===== config.mk =====
export PLATFORM = sky130hd
export DESIGN_NAME = mary_modulator
export DESIGN_NICKNAME = d
export VERILOG_FILES = /design/src/rtl/mary_modulator.sv
export SDC_FILE = /design/constraint.sdc
export NUM_CORES = 1
export LEC_CHECK = 0
export BUFFER_PORTS_ARGS = -buffer_cell sky130_fd_sc_hd__buf_2
export CORE_ASPECT_RATIO = 0.9
export CORE_MARGIN = 1
export CORE_UTILIZATION = 40
export CTS_BUF_LIST = sky130_fd_sc_hd__clkbuf_8
export CTS_CLUSTER_DIAMETER = 150
export DETAILED_ROUTE_END_ITERATION = 8
export PLACE_DENSITY = 0.66
export RECOVER_POWER = 25
export SYNTH_ARGS = -nofsm -noshare
export SYNTH_HDL_FRONTEND = slang
export SYNTH_SLANG_ARGS = --single-unit

===== constraint.sdc =====
create_clock -name clk_fast -period 2.6 [get_ports clk_fast]
set_input_delay 0 -clock clk_fast [delete_from_list [all_inputs] [get_ports clk_fast]]
set_output_delay 0 -clock clk_fast [all_outputs]
set_load 0.01 [all_outputs]

===== src/rtl/mary_modulator.sv =====
// rtl/mary_modulator.sv - M-ary PSK/ASK carrier modulator with input symbol FIFO
//
// Purpose:
//   Accepts BPS-bit symbols through a valid/ready handshake into a small FIFO
//   and emits one unsigned carrier period (SPS samples) per symbol on clk_fast.
//   PSK rotates the sine table by sym*SPS/M samples; ASK scales the sine by
//   (sym+1)/M. Symbol timing comes from an internal sample counter k, so
//   consecutive symbols are emitted back-to-back with no gap.
//
// Parameters:
//   WAV_W       output sample width (offset binary, midscale MID = 2^(WAV_W-1))
//   SPS         samples per symbol = one carrier period (power of two, 4..64)
//   BPS         bits per symbol, 1..3 (M = 2^BPS)
//   FIFO_DEPTH  input symbol FIFO depth (power of two, >= 2)
//
// Ports:
//   clk_fast    sample clock
//   rst         asynchronous active-low reset
//   mode        0 = PSK, 1 = ASK; latched at each symbol start
//   in_valid    symbol offered on sym_in
//   in_ready    FIFO not full
//   sym_in      symbol value
//   wav_out     carrier sample (registered)
//   out_valid   wav_out carries a symbol sample
//   sym_start   pulse on the cycle wav_out shows sample k=0
//   fifo_level  current FIFO occupancy
//
// Optional feature:
//   NOISE_EN    when defined, a 16-bit Fibonacci LFSR (x^16+x^14+x^13+x^11+1,
//               seed 16'hACE1) adds saturating +/-2*n[3:0] noise to wav_out,
//               including the idle midscale level.

module mary_modulator #(
  parameter int WAV_W      = 8,
  parameter int SPS        = 16,
  parameter int BPS        = 1,
  parameter int FIFO_DEPTH = 4
) (
  input  logic                        clk_fast,
  input  logic                        rst,
  input  logic                        mode,
  input  logic                        in_valid,
  output logic                        in_ready,
  input  logic [BPS-1:0]              sym_in,
  output logic [WAV_W-1:0]            wav_out,
  output logic                        out_valid,
  output logic                        sym_start,
  output logic [$clog2(FIFO_DEPTH):0] fifo_level
);

  localparam int KW  = $clog2(SPS);
  localparam int AW  = $clog2(FIFO_DEPTH);
  localparam int LW  = AW + 1;
  localparam int MID = 1 << (WAV_W - 1);
  localparam int AMP = MID - 1;
  // Signed working width: holds S*(sym+1) plus the midscale offset.
  localparam int CW  = WAV_W + BPS + 2;

  // pi in Q30 fixed point, used by the elaboration-time sine generator.
  localparam longint PI_Q30 = 64'sd3373259426;

  // round(AMP * sin(2*pi*i/SPS)), evaluated with a Q30 Taylor series on the
  // first quadrant and folded by symmetry so the series always converges fast.
  function automatic int sine_val(input int i);
    int     j;
    int     r;
    bit     neg;
    longint x;
    longint x2;
    longint term;
    longint acc;
    longint prod;
    j   = i % SPS;
    neg = 1'b0;
    if (j >= SPS / 2) begin
      j   = j - SPS / 2;
      neg = 1'b1;
    end
    if (j > SPS / 4) begin
      j = SPS / 2 - j;
    end
    x    = (longint'(j) * 64'sd2 * PI_Q30) / longint'(SPS);
    x2   = (x * x) >>> 30;
    term = x;
    acc  = x;
    for (int n = 1; n <= 6; n++) begin
      term = -((term * x2) >>> 30) / longint'((2 * n) * (2 * n + 1));
      acc  = acc + term;
    end
    prod = longint'(AMP) * acc + (64'sd1 <<< 29);
    r    = int'(prod >>> 30);
    return neg ? -r : r;
  endfunction

  logic signed [WAV_W-1:0] sine_tab [SPS];

  for (genvar g = 0; g < SPS; g++) begin : g_sine
    localparam int SV = sine_val(g);
    assign sine_tab[g] = SV[WAV_W-1:0];
  end

  // ---------------------------------------------------------------------------
  // Input symbol FIFO
  // ---------------------------------------------------------------------------
  logic [BPS-1:0] fifo_mem [FIFO_DEPTH];
  logic [AW-1:0]  wr_ptr;
  logic [AW-1:0]  rd_ptr;
  logic [LW-1:0]  count;
  logic           full;
  logic           empty;
  logic           push;
  logic           pop;

  assign full       = (count == LW'(FIFO_DEPTH));
  assign empty      = (count == '0);
  // Readiness depends on fullness only; a same-cycle pop never frees a slot
  // for a push at full.
  assign in_ready   = !full;
  assign push       = in_valid && !full;
  assign fifo_level = count;

  always_ff @(posedge clk_fast or negedge rst) begin
    if (!rst) begin
      wr_ptr <= '0;
      rd_ptr <= '0;
      count  <= '0;
    end else begin
      if (push) begin
        wr_ptr <= wr_ptr + AW'(1);
      end
      if (pop) begin
        rd_ptr <= rd_ptr + AW'(1);
      end
      case ({push, pop})
        2'b10:   count <= count + LW'(1);
        2'b01:   count <= count - LW'(1);
        default: count <= count;
      endcase
    end
  end

  // Storage needs no reset: a slot is only read after it has been written.
  always_ff @(posedge clk_fast) begin
    if (push) begin
      fifo_mem[wr_ptr] <= sym_in;
    end
  end

  // ---------------------------------------------------------------------------
  // Symbol sequencer
  // ---------------------------------------------------------------------------
  typedef enum logic {
    IDLE = 1'b0,
    RUN  = 1'b1
  } state_t;

  state_t         state;
  state_t         state_nxt;
  logic [KW-1:0]  k;
  logic [BPS-1:0] sym_r;
  logic           mode_r;
  logic           last;

  assign last = (k == KW'(SPS - 1));

  always_ff @(posedge clk_fast or negedge rst) begin
    if (!rst) begin
      state <= IDLE;
    end else begin
      state <= state_nxt;
    end
  end

  always_comb begin
    state_nxt = state;
    case (state)
      IDLE:    if (!empty) state_nxt = RUN;
      RUN:     if (last && empty) state_nxt = IDLE;
      default: state_nxt = IDLE;
    endcase
  end

  // A new symbol is taken either from idle or exactly at the last sample of
  // the current one, which keeps back-to-back symbols gapless.
  always_comb begin
    pop = 1'b0;
    case (state)
      IDLE:    pop = !empty;
      RUN:     pop = last && !empty;
      default: pop = 1'b0;
    endcase
  end

  always_ff @(posedge clk_fast or negedge rst) begin
    if (!rst) begin
      k      <= '0;
      sym_r  <= '0;
      mode_r <= 1'b0;
    end else if (pop) begin
      k      <= '0;
      sym_r  <= fifo_mem[rd_ptr];
      mode_r <= mode;
    end else if (state == RUN) begin
      k      <= k + KW'(1);
    end
  end

  // ---------------------------------------------------------------------------
  // Waveform generation
  // ---------------------------------------------------------------------------
  logic [KW+BPS-1:0]    psk_off;
  logic [KW-1:0]        psk_idx;
  logic [BPS:0]         ask_mul;
  logic signed [CW-1:0] psk_ext;
  logic signed [CW-1:0] s_ext;
  logic signed [CW-1:0] m_ext;
  logic signed [CW-1:0] ask_prod;
  logic signed [CW-1:0] ask_val;
  logic signed [CW-1:0] clean_s;
  logic [WAV_W-1:0]     clean_u;
  logic [WAV_W-1:0]     wav_nxt;

  // Phase offset sym*SPS/M, taken modulo SPS by keeping the low KW bits.
  assign psk_off = {sym_r, {KW{1'b0}}} >> BPS;
  assign psk_idx = k + psk_off[KW-1:0];
  assign psk_ext = {{(CW-WAV_W){sine_tab[psk_idx][WAV_W-1]}}, sine_tab[psk_idx]};

  assign ask_mul  = {1'b0, sym_r} + (BPS+1)'(1);
  assign s_ext    = {{(CW-WAV_W){sine_tab[k][WAV_W-1]}}, sine_tab[k]};
  assign m_ext    = {{(CW-BPS-1){1'b0}}, ask_mul};
  assign ask_prod = s_ext * m_ext;
  // Arithmetic shift floors negative products (e.g. -127 >>> 1 = -64).
  assign ask_val  = ask_prod >>> BPS;

  assign clean_s = CW'(MID) + (mode_r ? ask_val : psk_ext);
  assign clean_u = (state == RUN) ? clean_s[WAV_W-1:0] : WAV_W'(MID);

`ifdef NOISE_EN
  logic [15:0]      lfsr;
  logic             lfsr_fb;
  logic [WAV_W-1:0] noise_mag;
  logic [WAV_W:0]   noise_up;

  assign lfsr_fb = lfsr[0] ^ lfsr[2] ^ lfsr[3] ^ lfsr[5];

  always_ff @(posedge clk_fast or negedge rst) begin
    if (!rst) begin
      lfsr <= 16'hACE1;
    end else begin
      lfsr <= {lfsr_fb, lfsr[15:1]};
    end
  end

  // lfsr[4] selects direction, lfsr[3:0] doubled is the magnitude; both
  // directions saturate at the code range limits.
  assign noise_mag = WAV_W'({lfsr[3:0], 1'b0});
  assign noise_up  = {1'b0, clean_u} + {1'b0, noise_mag};

  always_comb begin
    wav_nxt = noise_up[WAV_W-1:0];
    if (lfsr[4]) begin
      wav_nxt = (clean_u < noise_mag) ? '0 : (clean_u - noise_mag);
    end else if (noise_up[WAV_W]) begin
      wav_nxt = '1;
    end
  end
`else
  assign wav_nxt = clean_u;
`endif

  // Output register: everything shown on the outputs lags the sequencer by
  // one cycle, so sym_start lines up with the k=0 sample.
  always_ff @(posedge clk_fast or negedge rst) begin
    if (!rst) begin
      wav_out   <= WAV_W'(MID);
      out_valid <= 1'b0;
      sym_start <= 1'b0;
    end else begin
      wav_out   <= wav_nxt;
      out_valid <= (state == RUN);
      sym_start <= (state == RUN) && (k == '0);
    end
  end

endmodule

# --- Yosys cells after proc, flatten, opt, wreduce, memory -nomap -nowiden ---
# Memories as Yosys holds them, arrays and structs flattened. A register that Yosys moved wholly into a read port is not among the register bits.
# Cells that the tools add are included.
# Widths: inputs -> output; s select.
word_totals:
  register_bits: 23
  latchBits: 0
  ramBits: 4
  rom_bits: 256
  input_bits: 5
  out_inout_bits: 14
  n_memories: 3
classes:
  add_sub_neg: 8
  n_mul: 1
  div: 0
  n_lt_le_gt_ge: 2
  n_eq_ne: 4
  n_shift: 0
  muxes: 15
  bitwise: 3
  reduce_logical: 11
memory_table:
  columns: ["name", "depth", "word_bits", "rd", "rd_clocked_by_memory_dff", "write_ports", "line", "rtl"]
  rows:
  - ["(name not given)", 16, 8, 1, 0, 0, "229", "assign s_ext = {{(CW-WAV_W){sine_tab[k][WAV_W-1]}}, sine_tab[k]};"]
  - ["(name not given)", 16, 8, 1, 0, 0, "226", "assign psk_ext = {{(CW-WAV_W){sine_tab[psk_idx][WAV_W-1]}}, sine_tab[psk_idx]};"]
  - ["fifo_mem", 4, 1, 1, 1, 1, "105", "logic [BPS-1:0] fifo_mem [FIFO_DEPTH];"]
ops:
  columns: ["cell", "count"]
  rows:
  - ["$mux 8", 6]
  - ["$ge 5x5->1 const B", 2]
  - ["$not 4->5", 2]
  - ["$mul 8x3->9", 1]
  - ["$add 8x8->8 const A", 1]
  - ["$mux 4", 2]
  - ["$pmux 3 s2", 1]
  - ["$add 2x1->2 const B", 2]
  - ["$add 4x1->4 const B", 1]
  - ["$add 4x4->4", 1]
  - ["$eq 4x4->1 const B", 1]
  - ["$logic_and 1x1->1", 4]
  - ["$logic_not 4->1", 1]
  - ["$mux 1", 4]
  - ["$pmux 1 s2", 2]
  - ["$reduce_bool 2->1", 2]
  - ["$add 3x1->3 const B", 1]
  - ["$eq 3x3->1 const B", 1]
  - ["$logic_not 1->1", 3]
  - ["$logic_not 3->1", 1]
  - ["$sub 3x1->3 const B", 1]
  - ["$add 1x1->2 const B", 1]
  - ["$eq 2x1->1 const B", 1]
  - ["$eq 2x2->1 const B", 1]
  - ["$not 1->1", 1]

# --- Depth between registers and ports, before layout ---
# Gate-level depths: netlist of the first run.
depth:
  word_depth: 8
  depth_mapped: 10
  depth_no_buf: 10

# --- Worst setup path before layout of the first run ---
# Ideal clock, no wire load.
synth_path:
  path_type: "flip-flop to flip-flop"
  from: "register k[1]"
  to: "register count[2], in the netlist fifo_level[2]"
  t_arrival_ns: 2.149
  t_required_ns: 2.521
  slack_ns: 0.372
  stages_incl_launch_ff: 10
  path_cell_list: "dfrtp_1 -> ha_1 -> nand3_1 -> a21oi_2 -> ha_1 -> inv_1 -> fa_1 -> xor2_1 -> nor2_1 -> xor2_1"
synth_via:
  elab_chain_len: 5
synth_rtl:
  columns: ["element", "line", "rtl"]
  rows:
  - ["start: declaration", "159", "logic [KW-1:0] k;"]
  - ["start signal: assignment", "204", "k <= k + KW'(1);"]
  - ["$eq 4x4->1 (*)", "164", "assign last = (k == KW'(SPS - 1));"]
  - ["$logic_and 1x1->1 (*)", "189", "RUN: pop = last && !empty;"]
  - ["$pmux 1 s2 (*)", "187", "case (state)"]
  - ["via pop", "112", "logic pop;"]
  - ["$eq 2x1->1 / $eq 2x2->1 (equally long branches)", "134", "case ({push, pop})"]
  - ["$pmux 3 s2 / $reduce_bool 2->1 (equally long branches)", null, null]
  - ["end signal: assignment", "135", "2'b10: count <= count + LW'(1);"]
  - ["end signal: assignment", "136", "2'b01: count <= count - LW'(1);"]
  - ["end signal: assignment", "137", "default: count <= count;"]
  - ["end: declaration", "108", "logic [LW-1:0] count;"]
# The timed path passes the listed nets; every way through them passes the cells marked *.
# A chain may end at the register's enable or synchronous reset.

# --- Final worst setup path of the first run ---
layout_path:
  from: "register k[1]"
  to: "register wav_out[5]"
layout_via:
  elab_chain_len: 8
layout_rtl:
  columns: ["element", "line", "rtl"]
  rows:
  - ["$not 4->5 (implied by the code) / $add 4x4->4 (equally long branches)", "229, 225", null]
  - ["$mem_v2 16x8 / $not 4->5 (equally long branches)", null, null]
  - ["$mux 8 (implied by the code) / $mem_v2 16x8 (equally long branches)", null, null]
  - ["$mux 8 (on tied branches)", "229, 226", null]
  - ["$mul 8x3->9 / $mux 8 (equally long branches)", "231, 226", null]
  - ["$mux 8 (*)", "235", "assign clean_s = CW'(MID) + (mode_r ? ask_val : psk_ext);"]
  - ["$add 8x8->8 (*)", "235", null]
  - ["$mux 8 (*)", "236", "assign clean_u = (state == RUN) ? clean_s[WAV_W-1:0] : WAV_W'(MID);"]
  - ["via clean_u[5]", "220", "logic [WAV_W-1:0] clean_u;"]
  - ["end signal: assignment", "275", "wav_out <= WAV_W'(MID);"]
  - ["end signal: assignment", "279", "wav_out <= wav_nxt;"]
  - ["end: declaration", "45", "output logic [WAV_W-1:0] wav_out,"]
# The timed path passes the listed nets; every way through them passes the cells marked *. The select of a mux whose other input is x is not followed.

==> impl_metrics.py, run 1 <==
metrics = {
    "outcome": {
        "status": "finished, final reports clean",
    },
    "critical_path": {
        "reg2regPathDepth": 9,
        "slowest_delay_ps": 530,
        "path_buf_inv": 1,
        "worst_setup_path_start_kind": "flip-flop",
        "slowest_stage": "dfrtp_1",
        "crit_arrival_ps": 2540,
        "critPathMaxFanout": 10,
        "cpLargestDelayFamily": "adder cells",
        "r2r-end": "wav_out[5]",
        "worstPathCellList": "inv_1 > ha_1 > mux4_1 > nor2_1 > a21oi_1 > ha_1 > xnor2_1 > nand2_1 > o211a_1",
        "crit_required_ps": 2770,
        "worstReg2RegStart": "k[1]",
        "cpMostUsedCell": "ha_1",
        "path_class": "reg -> reg",
        "critPathCaptureType": "flip-flop",
        "rrSetupSlack_ps": 230,
    },
    "timing": {
        "period_share_pct": 91.04,
        "rsz0062_at_grt": "false",
        "finClkSkew_ps": 2.959,
        "max_freq_mhz": 422.5,
        "finalSetupTns_ps": 0,
        "worst_slew_pin_slew_ps": 1231,
        "hold_violations": 0,
        "min_period_ps": 2367,
        "setup-violations-final": 0,
        "drv_slew": 0,
        "slew_headroom_pct": 17.96,
    },
    "grt": {
        "grt_pass1_wl_microns": 5589,
        "grt_overflow": 0,
        "grt_max_degree": 25,
        "grt_usage_pct": 15.05,
        "antenna_found_initial": 0,
        "grt_pass1_vias": 1266,
    },
    "place": {
        "place_congestion": 0.7682,
        "io_buffers": 18,
        "dp_hpwl_microns": 2424,
    },
    "synthesis": {
        "synth_top_cell_by_area": "dfrtp_1",
        "yosysSeqAreaShare_pct": 40.07,
        "synth-edff-count": 4,
        "synth_common_cells": "dfrtp_1 (23), ha_1 (15), nand2_1 (15)",
        "synth_top_area_share_pct": 31.94,
        "syn_area_sq_um": 1802,
        "async_reset_ff_share_pct": 85.71,
        "netlist_instances": 171,
        "avgSynthCellArea_sq_um": 10.54,
        "synthDistinctLibCells": 45,
        "yosysWarnings": 0,
        "ys_ff_latch": 28,
        "synth_area_leaders": "dfrtp_1 (32%), ha_1 (10%), edfxtp_1 (6.7%)",
        "ys.flop_type": "dfrtp_1",
        "yosysMostFrequentCell": "dfrtp_1",
    },
    "drt": {
        "wirelength_microns": 3173,
        "num_vias": 1254,
        "viasPerCell": 4.918,
        "drcViolationCount": 0,
        "drt_iter0_markers": 59,
        "routedWlPerCell_microns": 12.44,
        "drt_pre_antenna_iters": 4,
        "detail-route-antenna-nets": 0,
    },
    "die": {
        "dieArea_sq_um": 4777,
        "dieHeight_microns": 65.67,
        "rows": 22,
        "ioPinCount": 19,
        "core_sq_um": 4184,
        "die_w_microns": 72.75,
        "initial_utilization_pct": 43.06,
    },
    "layout": {
        "multi_input_area_sq_um": 1012,
        "area_growth_syn_to_layout_pct": 14.51,
        "final_layout_size_suffix_gt1_share_pct": 18.46,
        "fillers": 402,
        "nNetsFinal": 217,
        "area.sequential_sq_um": 723.2,
        "antenna_cells": 0,
    },
    "cts": {
        "clockRootBuffer": "clkbuf_8",
        "cts_tree": "done",
        "postCtsSetupRepairBufs": 0,
        "clockBufferDepth": 2,
        "numCtsBuffers": 3,
        "clkTransAtPathRegs_ps": 100,
        "htreeDepth": 1,
        "clkLatencyLatePin_ps": 280,
        "clock-sinks": 28,
    },
    "power": {
        "irDropWorstVdd_v": 0.0006598,
        "powerDensity_nw_per_um2": 1359,
        "total_power_w": 0.002803,
        "leakagePower_nw": 0.9500,
    },
    "min_path": {
        "whs_endpoint": "fifo_mem[3]",
        "min_path_type": "in -> reg",
        "hp-start": "in_valid",
        "whs_path_depth": 2,
    },
    "run": {
        "drv_cap": 0,
    },
}
-- cell usage in the layout (no fill, tap or decap), types with 5 or more instances in the layout --
master   count
dfrtp_1     22
buf_2       16
nand2_1     15
ha_1        14
inv_1       11
o21ai_0     10
mux2i_1      7
nor2_1       6
a21oi_1      6
xor2_1       6
mux2_2       6
nand3_1      5
-- worst reg2reg max path: stages (launching register included) --
cell and delay, ps:
dfrtp_1 530, inv_1 110, ha_1 210, mux4_1 520, nor2_1 100, a21oi_1 50
ha_1 350, xnor2_1 160, nand2_1 70, o211a_1 150
-- worst max-delay path by stage --
stage | cells after the start | to | slack [ps] | from
floorplan | 9 | fifo_level[2] | 370 | k[1]
global placement | 9 | wav_out[5] | 310 | k[1]
detailed placement | 9 | fifo_level[2] | 210 | k[1]
CTS | 9 | fifo_level[2] | 170 | k[1]
global route | 9 | wav_out[5] | 20 | k[1]
finish | 9 | wav_out[5] | 230 | k[1]
-- per-layer routing --
layer  global-route usage, %  up-vias  routed length (microns)
li1                        -      639                        -
met1                   19.63      593                     1611
met2                   25.23       18                     1442
met3                   3.528        4                       95
met4                   3.431        0                       24
met5                       0        -                        0
-- per-stage QoR --
stage	cell area, sq um	instances	utilization [%]	hold WS, ps	setup WS, ps
after floorplan	1813	174	-	-295.6	371.6
after global placement	1961	248	46.86	2.832	311.3
after detailed placement	1961	248	46.86	6.277	209.1
after CTS	2062	255	49.28	103.7	174.1
after global routing	2063	255	49.31	113.2	24.52
final	2063	255	49.31	107.6	233.1
-- area by class of cell --
type,count,share of cell area (%)
inverters,11,2.001
clock inverters,1,1.455
repair buffers,24,6.792
well taps,60,3.639
flip-flops and latches,28,35.05
clock buffers,3,2.001
multi-input cells,128,49.06
-- kinds of logic after synthesis --
group,share of synthesized area (%)
AO/OA/AOI/OAI,12.01
XOR/XNOR,6.389
adder cells (fa/ha/maj),11.53
buffers and inverters,4.514
flip-flops,40.07
multiplexers,11.60
other,0.2081
AND/OR/NAND/NOR,13.68
-- state kept, by name (all words and copies together) (netlist names) --
register and cells:
fifo_level 3, fifo_mem 4, k 4, mode_r 1, out_valid 1, rd_ptr 2
state 1, sym_r 1, sym_start 1, wav_out 8, wr_ptr 2
-- power breakdown --
| group | internal (W) | leakage, nW | switching [W] | total, W |
|---|---|---|---|---|
| clock | 0.000206 | 0.0357 | 0.000139 | 0.000345 |
| combinational | 0.000792 | 0.599 | 0.000799 | 0.00159 |
| sequential | 0.000647 | 0.315 | 0.000219 | 0.000867 |
| total | 0.00165 | 0.950 | 0.00116 | 0.00280 |
-- what timing repair did --
item,4_1_cts,5_1_grt
resized for setup,0,2
endpoints found under the setup margin,0,1
hold buffers,3,0
endpoints found under the hold margin,28,0
No activity file was read; power rests on OpenSTA's default activity.
==> run 2, diff against run 1 <==
- CORE_UTILIZATION: 40 -> 30
- PLACE_DENSITY: 0.66 -> 0.54
==> run 2 against run 1 <==
Against the previous run: total power decreased by 2.7%; cell count increased by 4.3%; utilization decreased by 13 points; sequential cell count unchanged; sequential share of layout area increased by 0.11 points; design area decreased by 0.30%; combinational power about the same; via count increased by 0.88%; clock skew increased by 1.7 ps; sequential power decreased by 0.5%; die area increased by 32%; critical endpoint is now fifo_level[2]; largest power group unchanged.
==> impl_metrics.py, run 2 (synthesis results as in run 1) <==
metrics = {
    "outcome": {
        "status": "finished, final reports clean",
    },
    "min_path": {
        "whs_path_depth": 2,
        "whs_endpoint": "fifo_mem[3]",
        "min_path_type": "in -> reg",
        "hp-start": "in_valid",
    },
    "drt": {
        "drt_iter0_markers": 35,
        "detail-route-antenna-nets": 0,
        "drt_pre_antenna_iters": 4,
        "routedWlPerCell_microns": 13.05,
        "drcViolationCount": 0,
        "num_vias": 1265,
        "viasPerCell": 4.756,
        "wirelength_microns": 3471,
    },
    "critical_path": {
        "crit_arrival_ps": 2560,
        "cpMostUsedCell": "xor2_1",
        "worstReg2RegStart": "k[0]",
        "worst_setup_path_start_kind": "flip-flop",
        "crit_required_ps": 2810,
        "reg2regPathDepth": 9,
        "critPathMaxFanout": 10,
        "cpLargestDelayFamily": "adder cells",
        "worstPathCellList": "ha_2 > nand3_1 > a21oi_2 > ha_1 > inv_1 > fa_1 > xor2_1 > nor2_1 > xor2_1",
        "slowest_stage": "dfrtp_1",
        "critPathCaptureType": "flip-flop",
        "path_buf_inv": 1,
        "rrSetupSlack_ps": 250,
        "path_class": "reg -> reg",
        "slowest_delay_ps": 540,
        "r2r-end": "fifo_level[2]",
    },
    "timing": {
        "finalSetupTns_ps": 0,
        "max_freq_mhz": 426.2,
        "rsz0062_at_grt": "false",
        "period_share_pct": 90.24,
        "holdWs_ps": 94.61,
        "min_period_ps": 2346,
        "worst_slew_pin_slew_ps": 1324,
        "finClkSkew_ps": 4.705,
        "drv_slew": 0,
        "slew_headroom_pct": 11.71,
        "hold_violations": 0,
        "setup-violations-final": 0,
        "fin_ws_ps": 253.8,
    },
    "place": {
        "io_buffers": 18,
        "place_congestion": 0.7712,
        "dp_hpwl_microns": 2532,
        "place_ws_ps": 200.8,
    },
    "cts": {
        "clock-sinks": 28,
        "clkTransAtPathRegs_ps": 100,
        "cts_tree": "done",
        "htreeDepth": 1,
        "clockBufferDepth": 2,
        "numCtsBuffers": 3,
        "clockRootBuffer": "clkbuf_8",
        "clkLatencyLatePin_ps": 270,
    },
    "power": {
        "powerDensity_nw_per_um2": 1325,
        "leakagePower_nw": 0.9423,
        "irDropWorstVdd_v": 0.0005519,
    },
    "grt": {
        "grt_usage_pct": 12.16,
        "grt_overflow": 0,
        "grt_max_degree": 25,
        "grt_pass1_vias": 1296,
        "antenna_found_initial": 0,
        "grt_pass1_wl_microns": 6147,
    },
    "die": {
        "ioPinCount": 19,
        "dieArea_sq_um": 6320,
        "die_w_microns": 83.69,
        "core_sq_um": 5725,
        "rows": 26,
        "dieHeight_microns": 75.52,
        "initial_utilization_pct": 31.47,
    },
    "layout": {
        "antenna_cells": 0,
        "final_layout_size_suffix_gt1_share_pct": 18.37,
        "nNetsFinal": 218,
        "regMostFlops": "wav_out",
        "reg.largest.list": "wav_out (8), fifo_mem (4), k (4)",
        "largest_register_ffs": 8,
        "mostFrequentLayoutCell": "dfrtp_1",
        "area_growth_syn_to_layout_pct": 14.17,
        "final_cell_mix": "dfrtp_1 (22), buf_2 (16), nand2_1 (15)",
    },
    "run": {
        "drv_cap": 0,
    },
}
[run 2: worst max-delay path by stage]
stage,from,to,slack (ps),cells after the start
finish,k[0],fifo_level[2],250,9
global route,k[0],fifo_level[2],90,9
CTS,k[1],fifo_level[2],170,9
detailed placement,k[1],fifo_level[2],200,9
global placement,k[0],wav_out[5],300,8
floorplan,k[1],fifo_level[2],370,9
[run 2: cell type report]
type,instances,area (sq um)
Timing Repair Buffer,25,147.6
Clock buffer,3,41.29
Fill cell,603,3669
Clock inverter,1,3.754
Multi-Input combinational cell,128,1012
Tap cell,70,87.58
Sequential cell,28,723.2
Inverter,11,41.29
[run 2: per-stage QoR]
step / utilization (%) / area, sq um / cells / total power, W
after floorplan: - / 1813 / 174 / 0.002106
after CTS: 35.90 / 2056 / 266 / 0.002735
after global routing: 35.93 / 2057 / 266 / 0.002995
after global placement: 34.59 / 1981 / 259 / 0.002463
after detailed placement: 34.59 / 1981 / 259 / 0.002467
final: 35.93 / 2057 / 266 / 0.002726
[run 2: timing repair]
item                                    in CTS  in global routing
hold buffers                                 3                  0
gates resized for setup                      0                  2
buffers inserted                             0                  0
hold endpoints to repair                    28                  0
endpoints found under the setup margin       0                  1
[run 2: power breakdown]
group | internal, W | switching, W | leakage (nW) | total [W]
Sequential | 0.000647 | 0.000216 | 0.315 | 0.000863
Combinational | 0.000803 | 0.000815 | 0.604 | 0.00162
Clock | 0.000106 | 0.000139 | 0.0231 | 0.000246
[run 2: per-layer routing]
metal  wire (microns)  global-route usage [%]
met1             1829                   15.78
met2             1509                   21.05
met3              116                   2.817
met4               16                   2.825
met5                0                       0
[run 2: worst reg2reg max path, cell delays in order, from the launching register on]
cell and delay [ps]:
dfrtp_1 540, ha_2 330, nand3_1 150, a21oi_2 200, ha_1 200, inv_1 70
fa_1 380, xor2_1 150, nor2_1 110, xor2_1 140
==> run 3, diff against run 2 <==
- HOLD_SLACK_MARGIN: default -> 0.15
==> run 3 against run 2 <==
Against the previous run: non-clock buffer count is 1 higher; total power hardly changed; combinational power hardly changed; clock power hardly changed; largest cell class unchanged; highest routed layer unchanged.
==> impl_metrics.py, run 3 (synthesis results as in run 1) <==
metrics = {
    "outcome": {
        "status": "finished, final reports clean",
    },
    "cts": {
        "numCtsBuffers": 3,
        "postCtsSetupRepairBufs": 0,
        "clockBufferDepth": 2,
        "clkLatencyLatePin_ps": 270,
        "cts_tree": "done",
        "clkTransAtPathRegs_ps": 100,
        "clockRootBuffer": "clkbuf_8",
        "htreeDepth": 1,
        "clock-sinks": 28,
    },
    "layout": {
        "final_cell_area_sq_um": 2067,
        "largest_register_ffs": 8,
        "final_layout_size_suffix_gt1_share_pct": 18.27,
        "area_growth_syn_to_layout_pct": 14.72,
        "antenna_cells": 0,
        "mostFrequentLayoutCell": "dfrtp_1",
        "final_cell_mix": "dfrtp_1 (22), buf_2 (16), nand2_1 (15)",
        "regMostFlops": "wav_out",
        "nNetsFinal": 219,
        "reg.largest.list": "wav_out (8), fifo_mem (4), k (4)",
        "fillers": 604,
    },
    "timing": {
        "fin_ws_ps": 253.8,
        "max_freq_mhz": 426.2,
        "slew_headroom_pct": 11.71,
        "setup-violations-final": 0,
        "hold_violations": 0,
        "worst_slew_pin_slew_ps": 1324,
        "min_period_ps": 2346,
        "period_share_pct": 90.24,
        "drv_slew": 0,
        "finalSetupTns_ps": 0,
        "finClkSkew_ps": 4.705,
        "rsz0062_at_grt": "false",
    },
    "place": {
        "dp_hpwl_microns": 2532,
        "place_congestion": 0.7712,
        "place_ws_ps": 200.8,
        "dpl_cell_area_sq_um": 1981,
        "io_buffers": 18,
    },
    "critical_path": {
        "worstReg2RegStart": "k[0]",
        "critPathMaxFanout": 10,
        "cpLargestDelayFamily": "adder cells",
        "cpMostUsedCell": "xor2_1",
        "reg2regPathDepth": 9,
        "worst_setup_path_start_kind": "flip-flop",
        "crit_arrival_ps": 2560,
        "slowest_delay_ps": 540,
        "path_buf_inv": 1,
        "crit_start": "k[0]",
        "critPathCaptureType": "flip-flop",
        "path_class": "reg -> reg",
        "crit_required_ps": 2810,
        "slowest_stage": "dfrtp_1",
        "rrSetupSlack_ps": 250,
        "r2r-end": "fifo_level[2]",
        "crit_end": "fifo_level[2]",
        "cp.depth": 9,
        "worstPathCellList": "ha_2 > nand3_1 > a21oi_2 > ha_1 > inv_1 > fa_1 > xor2_1 > nor2_1 > xor2_1",
    },
    "die": {
        "initial_utilization_pct": 31.47,
        "dieHeight_microns": 75.52,
        "ioPinCount": 19,
        "dieArea_sq_um": 6320,
        "die_w_microns": 83.69,
        "rows": 26,
        "core_sq_um": 5725,
    },
    "drt": {
        "dr_wl_met3_microns": 113,
        "viasPerCell": 4.753,
        "drt_iter0_markers": 35,
        "detail-route-antenna-nets": 0,
        "top_layer": "met4",
        "wirelength_met1_microns": 1833,
        "routedWlPerCell_microns": 13.00,
        "num_vias": 1269,
        "drcViolationCount": 0,
        "wirelength_microns": 3472,
        "wl_met2_microns": 1509,
        "drt_pre_antenna_iters": 4,
    },
    "grt": {
        "grt_pass1_vias": 1301,
        "grt_max_degree": 25,
        "grt_pass1_wl_microns": 6175,
        "antenna_found_initial": 0,
        "grt_overflow": 0,
        "grt_usage_pct": 12.21,
    },
    "power": {
        "irDropWorstVdd_v": 0.0005519,
        "p_switching_w": 0.001169,
        "seqPwrFrac_pct": 31.6,
        "leakagePower_nw": 0.9465,
        "internal_power_w": 0.001558,
        "p_sw_share_pct": 42.88,
        "p_clk_share_pct": 9.0,
        "comb_power_share_pct": 59.4,
        "powerDensity_nw_per_um2": 1319,
    },
    "run": {
        "drv_cap": 0,
    },
    "min_path": {
        "min_path_type": "in -> reg",
    },
}
==> run 3: cell types whose count changed in the layout (fill, tap and decap cells not counted) <==
cell           previous run  this run
dlygate4sd3_1             3         4
==> run 3: through the flow <==
step	utilization [%]	std cells	hold slack [ps]	power, W
3_3_place_gp	34.59	259	22.14	0.002463
2_1_floorplan	-	174	-295.6	0.002106
3_5_place_dp	34.59	259	31.90	0.002467
6_report	36.10	267	494.7	0.002727
4_1_cts	36.08	267	257.6	0.002736
5_1_grt	36.10	267	489.7	0.002996
==> run 3: worst min path at each step <==
stage                     start            end  slack (ps)  cells after the start
after detailed placement    rst     wav_out[0]          30                      1
final                      mode         mode_r         490                      3
after global routing       mode         mode_r         490                      3
after global placement      rst      rd_ptr[1]          20                      1
after CTS                   rst     wav_out[0]         260                      2
after floorplan             rst  fifo_level[0]        -300                      0
==> run 3: power groups by stage <==
stage | logic (W) | clock network, W | registers, W
after floorplan | 0.00127 | 0 | 0.000831
after global placement | 0.00160 | 0 | 0.000865
after detailed placement | 0.00160 | 0 | 0.000871
after CTS | 0.00161 | 0.000259 | 0.000862
after global routing | 0.00183 | 0.000272 | 0.000899
final | 0.00162 | 0.000246 | 0.000863
==> run 3: worst reg2reg max path, delay by kind of cell (launching register included) <==
| kind | cells | cell delay, ps |
|---|---|---|
| DFF | 1 | 540 |
| buffers and inverters | 1 | 70 |
| and+or+nand+nor | 2 | 260 |
| adders and majority gates | 3 | 910 |
| AOI/OAI and AO/OA | 1 | 200 |
| xor gates and xnor gates | 2 | 290 |
==> run 3: final cells by class <==
type                            count  area [sq um]  area share (%)
Timing Repair Buffer               26         157.7           7.627
Clock inverter                      1         3.754          0.1816
Sequential cell                    28         723.2           34.99
Tap cell                           70         87.58           4.237
Inverter                           11         41.29           1.998
Clock buffer                        3         41.29           1.998
Multi-Input combinational cell    128          1012           48.97
==> run 3: routing by layer <==
layer,vias to the layer above,track usage [%]
met3,2,2.817
met1,606,15.85
met4,0,2.825
met2,18,21.14
met5,-,0
li1,643,-
==> run 3: repair_timing <==
action / in CTS / in global routing
setup endpoints to repair: 0 / 1
hold buffers: 4 / 0
resized for setup: 0 / 2
endpoints found under the hold margin: 34 / 0
